==> config.mk <==
export PLATFORM = sky130hd
export DESIGN_NAME = versat_bus_master
export DESIGN_NICKNAME = d
export VERILOG_FILES = /design/src/rtl/versat_bus_master.sv
export SDC_FILE = /design/constraint.sdc
export NUM_CORES = 1
export LEC_CHECK = 0
export BUFFER_PORTS_ARGS = -buffer_cell sky130_fd_sc_hd__clkbuf_2
export CORE_ASPECT_RATIO = 1.25
export CORE_UTILIZATION = 30
export CTS_BUF_LIST = sky130_fd_sc_hd__clkbuf_16
export CTS_CLUSTER_DIAMETER = 40
export DETAILED_ROUTE_END_ITERATION = 10
export HOLD_SLACK_MARGIN = 0.06
export PLACE_DENSITY = 0.53
export SETUP_SLACK_MARGIN = 0.2
export SYNTH_ARGS = -nofsm -noshare
export SYNTH_HDL_FRONTEND = slang
export SYNTH_SLANG_ARGS = --single-unit
export TNS_END_PERCENT = 1
==> constraint.sdc <==
create_clock -name clk -period 4.5 [get_ports clk]
set_clock_uncertainty 0.2 [all_clocks]
set_input_delay 0.9 -clock clk [delete_from_list [all_inputs] [get_ports clk]]
set_output_delay 0.9 -clock clk [all_outputs]
set_load 0.05 [all_outputs]
==> src/rtl/versat_bus_master.sv <==
`default_nettype none
// ============================================================================
// Module      : versat_bus_master
// Description : Burst initiator for the Versat native memory-mapped bus.
//               A write command streams cmd_len words from the write-data
//               stream to consecutive word addresses. A read command fetches
//               cmd_len consecutive words and presents them on the read
//               stream. Each bus access can be aborted by a wait timeout.
// Ports       : clk/rst_n            clock, asynchronous active-low reset
//               cmd_*                command handshake (dir, addr, len)
//               wr_valid/ready/data  write-data stream into the master
//               rd_valid/ready/data  read-data stream out of the master
//               valid/addr/wstrb/wdata/ready/rdata  Versat bus
//               done/err             end-of-command pulse and abort flag
// Revision    : 1.0 - initial release
// ============================================================================
module versat_bus_master #(
  parameter int ADDR_W  = 12,
  parameter int DATA_W  = 32,
  parameter int LEN_W   = 10,
  parameter int TIMEOUT = 256
) (
  input  logic                clk,
  input  logic                rst_n,
  input  logic                cmd_valid,
  output logic                cmd_ready,
  input  logic                cmd_write,
  input  logic [ADDR_W-1:0]   cmd_addr,
  input  logic [LEN_W-1:0]    cmd_len,
  input  logic                wr_valid,
  output logic                wr_ready,
  input  logic [DATA_W-1:0]   wr_data,
  output logic                rd_valid,
  input  logic                rd_ready,
  output logic [DATA_W-1:0]   rd_data,
  output logic                valid,
  output logic [ADDR_W-1:0]   addr,
  output logic [DATA_W/8-1:0] wstrb,
  output logic [DATA_W-1:0]   wdata,
  input  logic                ready,
  input  logic [DATA_W-1:0]   rdata,
  output logic                done,
  output logic                err
);

  // The wait counter only has to reach TIMEOUT-1: the abort is taken in the
  // cycle that would have made it TIMEOUT.
  localparam int WAIT_W = (TIMEOUT > 1) ? $clog2(TIMEOUT) : 1;

  typedef enum logic [2:0] {
    S_IDLE  = 3'd0,
    S_FETCH = 3'd1,
    S_REQ   = 3'd2,
    S_PUSH  = 3'd3,
    S_DONE  = 3'd4
  } state_t;

  state_t              state_q, state_d;
  logic [ADDR_W-1:0]   addr_q, addr_d;
  logic [LEN_W-1:0]    len_q, len_d;
  logic                write_q, write_d;
  logic [DATA_W-1:0]   wdata_q, wdata_d;
  logic [DATA_W/8-1:0] wstrb_q, wstrb_d;
  logic [DATA_W-1:0]   rdata_q, rdata_d;
  logic                err_q, err_d;
  logic [WAIT_W-1:0]   wait_q, wait_d;
  logic                timeout_hit;

  // A ready in the same cycle still wins, because ready is tested first.
  assign timeout_hit = (TIMEOUT != 0) && (wait_q == WAIT_W'(TIMEOUT - 1));

  always_comb begin
    state_d = state_q;
    addr_d  = addr_q;
    len_d   = len_q;
    write_d = write_q;
    wdata_d = wdata_q;
    wstrb_d = wstrb_q;
    rdata_d = rdata_q;
    err_d   = err_q;
    wait_d  = wait_q;
    unique case (state_q)
      S_IDLE: begin
        if (cmd_valid) begin
          addr_d  = cmd_addr;
          len_d   = cmd_len;
          write_d = cmd_write;
          wstrb_d = cmd_write ? '1 : '0;
          err_d   = 1'b0;
          wait_d  = '0;
          if (cmd_len == '0)   state_d = S_DONE;
          else if (cmd_write)  state_d = S_FETCH;
          else                 state_d = S_REQ;
        end
      end
      S_FETCH: begin
        if (wr_valid) begin
          wdata_d = wr_data;
          wait_d  = '0;
          state_d = S_REQ;
        end
      end
      S_REQ: begin
        if (ready) begin
          addr_d = addr_q + 1'b1;
          len_d  = len_q - 1'b1;
          if (write_q) begin
            state_d = (len_q == LEN_W'(1)) ? S_DONE : S_FETCH;
          end else begin
            rdata_d = rdata;
            state_d = S_PUSH;
          end
        end else if (timeout_hit) begin
          err_d   = 1'b1;
          state_d = S_DONE;
        end else if (TIMEOUT != 0) begin
          wait_d = wait_q + 1'b1;
        end
      end
      S_PUSH: begin
        // len_q was already decremented when the word was fetched.
        if (rd_ready) begin
          wait_d  = '0;
          state_d = (len_q == '0) ? S_DONE : S_REQ;
        end
      end
      S_DONE: begin
        state_d = S_IDLE;
      end
      default: begin
        state_d = S_IDLE;
      end
    endcase
  end

  always_ff @(posedge clk or negedge rst_n) begin
    if (!rst_n) begin
      state_q <= S_IDLE;
      addr_q  <= '0;
      len_q   <= '0;
      write_q <= 1'b0;
      wdata_q <= '0;
      wstrb_q <= '0;
      rdata_q <= '0;
      err_q   <= 1'b0;
      wait_q  <= '0;
    end else begin
      state_q <= state_d;
      addr_q  <= addr_d;
      len_q   <= len_d;
      write_q <= write_d;
      wdata_q <= wdata_d;
      wstrb_q <= wstrb_d;
      rdata_q <= rdata_d;
      err_q   <= err_d;
      wait_q  <= wait_d;
    end
  end

  assign cmd_ready = (state_q == S_IDLE);
  assign wr_ready  = (state_q == S_FETCH);
  assign valid     = (state_q == S_REQ);
  assign rd_valid  = (state_q == S_PUSH);
  assign done      = (state_q == S_DONE);
  assign err       = (state_q == S_DONE) && err_q;
  assign addr      = addr_q;
  assign wdata     = wdata_q;
  assign wstrb     = wstrb_q;
  assign rd_data   = rdata_q;

endmodule
`default_nettype wire

==> results of run 1 <==
==> cell usage after synthesis (4+ instances only) <==
cell / count / area [um2]
dfrtp_1: 99 / 2480
mux2_2: 61 / 687
o21ai_0: 24 / 120
nand2_1: 23 / 86.3
a21oi_1: 20 / 100
nor2_1: 15 / 56.3
inv_1: 13 / 48.8
nand4_1: 9 / 56.3
clkbuf_1: 8 / 30.0
buf_2: 7 / 35.0
buf_4: 6 / 45.0
nand3_1: 6 / 30.0
o22a_1: 6 / 52.6
ha_1: 5 / 62.6
nor3_1: 5 / 25.0
a22oi_1: 4 / 30.0
a2bb2oi_1: 4 / 35.0
a31oi_1: 4 / 25.0
a41oi_1: 4 / 35.0
and3_1: 4 / 25.0
buf_6: 4 / 45.0
nor4_1: 4 / 25.0
o22ai_1: 4 / 25.0
==> critical path, cell delays in order, from the launching register on <==
cell      delay (ns)
dfrtp_1         0.58
or3b_1          0.66
clkinv_2        0.12
clkbuf_2        0.28
==> routing by layer <==
metal  global-route usage [%]  wire, um
met5                        0         0
met4                     6.37       175
met3                     4.30       932
met2                     24.6      5550
met1                     18.4      5030
==> flip-flops by register name, summed over array words and instances, names as in the netlist <==
register / cells
state_q: 3
wstrb: 1
len_q: 10
err_q: 1
wdata: 32
rd_data: 32
wait_q: 8
addr: 12
==> area by class of cell <==
| cell class | count | area [um2] | area share (%) |
|---|---|---|---|
| repair buffers | 184 | 938 | 15.8 |
| flip-flops and latches | 99 | 2480 | 41.8 |
| well taps | 182 | 228 | 3.84 |
| clock inverters | 7 | 67.6 | 1.14 |
| inverters | 14 | 53.8 | 0.907 |
| multi-input cells | 255 | 1940 | 32.7 |
| clock buffers | 9 | 225 | 3.80 |
==> through the flow <==
step                      utilization (%)  worst slack (ns)  hold slack, ns  area, um2  std cells
after detailed placement             37.6              1.62           0.282       5640        734
after floorplan                         -              1.93           0.260       4620        393
after global placement               37.6              1.65           0.273       5640        734
after CTS                            39.5              1.38           0.301       5930        750
final                                39.5              1.40           0.292       5930        750
after global routing                 39.5              1.33           0.320       5930        750
==> placed cells by master, fill, tap and decap left out, drive strengths merged, types with 5 or more instances in the layout <==
cell type / netlist / routed
o21ai: 25 / 25
clkbuf: 8 / 186
inv: 13 / 18
a21oi: 20 / 20
o22a: 6 / 6
buf: 17 / 7
nand2: 23 / 23
ha: 5 / 5
dfrtp: 99 / 99
nor3: 7 / 7
nor4: 5 / 5
nand3: 6 / 6
nor2: 15 / 15
mux2: 64 / 64
o211ai: 5 / 5
nand4: 9 / 9
==> worst min-delay path by stage <==
| stage | from | to | slack [ns] |
|---|---|---|---|
| 4_1_cts | rd_data[8] | rd_data[8] | 0.30 |
| 6_report | rd_data[8] | rd_data[8] | 0.29 |
| 5_1_grt | rd_data[8] | rd_data[8] | 0.32 |
| 3_3_place_gp | rd_data[8] | rd_data[8] | 0.27 |
| 3_5_place_dp | rd_data[8] | rd_data[8] | 0.28 |
| 2_1_floorplan | wait_q[0] | wait_q[0] | 0.26 |
==> cell families (layout without fill, tap and decap cells) <==
| family | after synthesis | count (layout) | synth area share (%) |
|---|---|---|---|
| adders and majority gates | 5 | 5 | 1.35 |
| buffers and inverters | 39 | 214 | 4.52 |
| muxes | 66 | 66 | 16.0 |
| DFF | 99 | 99 | 53.6 |
| AOI/OAI and AO/OA | 95 | 95 | 13.9 |
| and+or+nand+nor | 89 | 89 | 10.7 |
==> flow_summary.ini, run 1 <==
[run_status]
status = finished clean

[detailed_routing]
routedWlPerCell_um = 15.6
postRouteAntennaNets = 0
routed_via_density = 5.01
finalWirelength_um = 11700
drc_errors = 0
num_vias = 3761
drt_iter0_drc = 157
first_pass_iters = 6

[logic_synthesis]
synthDistinctLibCells = 57
synth_nets = 491
synth_top_flop_cell = dfrtp_1
synth_seq_area_share_pct = 53.6
async_flop_share_pct = 100
yosysWarnings = 0
ys_ff_latch = 99
synth_area_um2 = 4620
synthCells = 393
avgSynthCellArea_um2 = 11.8
synth_edf_count = 0

[setup_path]
r2r_cells = 5
critPathCapture = valid
regToRegSetupSlack_ns = 1.68
r2r_start = state_q[1]
end_kind = output pin
worstPathRequired_ns = 3.40
worstSetupPathType = register to output pin
worst_r2r_endpoint = rd_data[31]
startpoint = state_q[1]
crit_fanout = 17
startpoint_type = register
crit_arrival_ns = 2.00

[clock_network]
clk_pin_slew_worst_paths_ns = 0.08
numCtsBuffers = 9
clock_path_buffers = 2
tritoncts = done
clockRootBuffer = clkbuf_16
clock_sinks = 99
htree_levels = 3
ctsResizeCount = 0
clock_latency_ns = 0.35
cts_setup_buffers = 0
cts_hold_buf = 0

[floorplan]
fp-row-count = 50
die-area_um2 = 15900
ios = 179
die_h_um = 141
fp.dieW_um = 113
core-area_um2 = 15000
initial_core_util_pct = 30.8

[sta]
tightest_slew_ns = 1.03
fin_crit_sh_pct = 68.9
drv_slew = 0
slew_headroom_pct = 31.3
hold_violations = 0
max_freq_mhz = 322
setup_viol = 0
rsz0062_at_grt = no
fin_crit_ns = 3.10
fin_tns_setup_ns = 0

[placement]
port_buffers = 178
place.gp.congestion = 0.764
dp.final_hpwl_um = 8500

[grt]
grt_pass1_wl_um = 18900
grt.overflow.total = 0
antenna_found_initial = 0
grt_use_total_pct = 15.0
grt_pass1_vias = 3822
grt_max_degree = 78

[min_path]
holdPathStages = 1
hp-class = register to register

[finish]
fillers = 1493
diodes = 0
drive_gt1_share_pct = 47.5
fin_nets = 661
areaGrowthSynthToFinish_pct = 28.3

[flow_run]
cap_violations = 0
Power of run 1 is left out: the tool's default activity adds up to more than one toggle a clock period on the data nets, which glitch-free logic cannot reach.
==> run 2, diff against run 1 <==
==> constraint.sdc (replaced) <==
create_clock -name clk -period 2.9 [get_ports clk]
set_clock_uncertainty 0.2 [all_clocks]
set_input_delay 0.58 -clock clk [delete_from_list [all_inputs] [get_ports clk]]
set_output_delay 0.58 -clock clk [all_outputs]
set_load 0.05 [all_outputs]
==> flow_summary.ini, run 2 (synthesis gave the netlist of run 1 again) <==
[floorplan]
die_h_um = 141
core-area_um2 = 15000
fp-row-count = 50
die-area_um2 = 15900
ios = 179
fp.dieW_um = 113
initial_core_util_pct = 30.8

[sta]
hold_violations = 0
drv_slew = 0
finalWorstSetupSlack_ns = 0.338
slew_headroom_pct = 58.2
setup_viol = 0
tightest_slew_ns = 0.626
fin_tns_setup_ns = 0
rsz0062_at_grt = no
fin_crit_ns = 2.56
max_freq_mhz = 390
fin_crit_sh_pct = 88.3

[setup_path]
crit_chain = or3b_1 -> clkinv_2 -> clkbuf_4
regToRegSetupSlack_ns = 0.51
crit_arrival_ns = 1.78
startpoint_type = register
end_kind = output pin
r2r_start = len_q[0]
worst_r2r_endpoint = len_q[8]
slowest_delay_ns = 0.46
worstPathRequired_ns = 2.12
slowest_stage = dfrtp_1
worstSetupPathType = register to output pin
r2r_cells = 6
crit_fanout = 19

[clock_network]
htree_levels = 3
ctsResizeCount = 0
cts_setup_buffers = 0
clk_pin_slew_worst_paths_ns = 0.07
clockRootBuffer = clkbuf_16
clock_sinks = 99
clock_latency_ns = 0.35
numCtsBuffers = 9
tritoncts = done
clock_path_buffers = 2
cts_hold_buf = 0

[grt]
grt_pass1_wl_um = 19400
grt_pass1_vias = 3890
grt.overflow.total = 0
grt_max_degree = 44
antenna_found_initial = 0
grt_use_total_pct = 15.5

[detailed_routing]
finalWirelength_um = 12000
num_vias = 3829
postRouteAntennaNets = 0
routed_via_density = 5.08
routedWlPerCell_um = 15.9
drt_iter0_drc = 181
first_pass_iters = 4
drc_errors = 0

[finish]
fin_util_pct = 39.8
areaGrowthSynthToFinish_pct = 29.4
fillers = 1509
mostFrequentLayoutCell = clkbuf_2
drive_gt1_share_pct = 47.9
layout_common_cells = clkbuf_2 (176), dfrtp_1 (99), mux2_2 (61)
regArea_um2 = 2480
fin_nets = 665
multiInputGateArea_um2 = 1940
diodes = 0

[run_status]
status = finished clean

[flow_run]
cap_violations = 0

[min_path]
hp-class = primary input to asynchronous set/reset pin

[placement]
dp_slack_ns = 0.511
port_buffers = 178
dp.final_hpwl_um = 8920
place.gp.congestion = 0.782
-- run 2: cell count changes in the layout (fill, tap and decap cells not counted) --
| cell | change |
|---|---|
| buf_12 | +2 |
| buf_4 | +2 |
| clkbuf_2 | -1 |
| clkbuf_4 | +1 |
| clkinv_2 | +1 |
| clkinv_4 | +1 |
| inv_8 | -2 |
-- run 2: worst max path at each step --
stage                     startpoint         end  slack, ns  depth (start not counted)
after global placement    cmd_len[8]  state_q[1]       0.58                          5
after detailed placement  cmd_len[8]  state_q[1]       0.51                          5
final                     state_q[2]       valid       0.34                          3
after floorplan           state_q[2]       valid       0.65                          5
after global routing      state_q[2]       valid       0.21                          3
after CTS                 state_q[2]       valid       0.28                          3
-- run 2: metrics by stage --
step	std cells	area, um2	hold slack [ns]
after floorplan	393	4620	0.0844
after global placement	738	5700	0.274
after CTS	754	5980	0.0641
final	754	5980	0.0459
after detailed placement	738	5700	0.278
after global routing	754	5980	0.0859
-- run 2: cell type report --
class,count,share of cell area (%)
Timing Repair Buffer,188,16.6
Sequential cell,99,41.4
Clock inverter,7,0.983
Inverter,14,0.899
Tap cell,182,3.81
Multi-Input combinational cell,255,32.5
Clock buffer,9,3.76
-- run 2: metal layers --
| metal | vias up | part of all wire, % | wire [um] | GRT usage, % |
|---|---|---|---|---|
| met2 | 155 | 49 | 5940 | 25.8 |
| met5 | - | 0 | 0 | 0 |
| li1 | 1804 | - | - | - |
| met3 | 7 | 8.4 | 1010 | 5.29 |
| met1 | 1863 | 41 | 4950 | 18.6 |
| met4 | 0 | 0.98 | 118 | 5.47 |
-- run 2: critical path, delay by kind of cell (launching register included) --
| kind | cells | cell delay (ns) |
|---|---|---|
| simple gates | 1 | 0.44 |
| buf+inv | 2 | 0.54 |
| flops | 1 | 0.46 |
Power of run 2 is left out for the same reason.
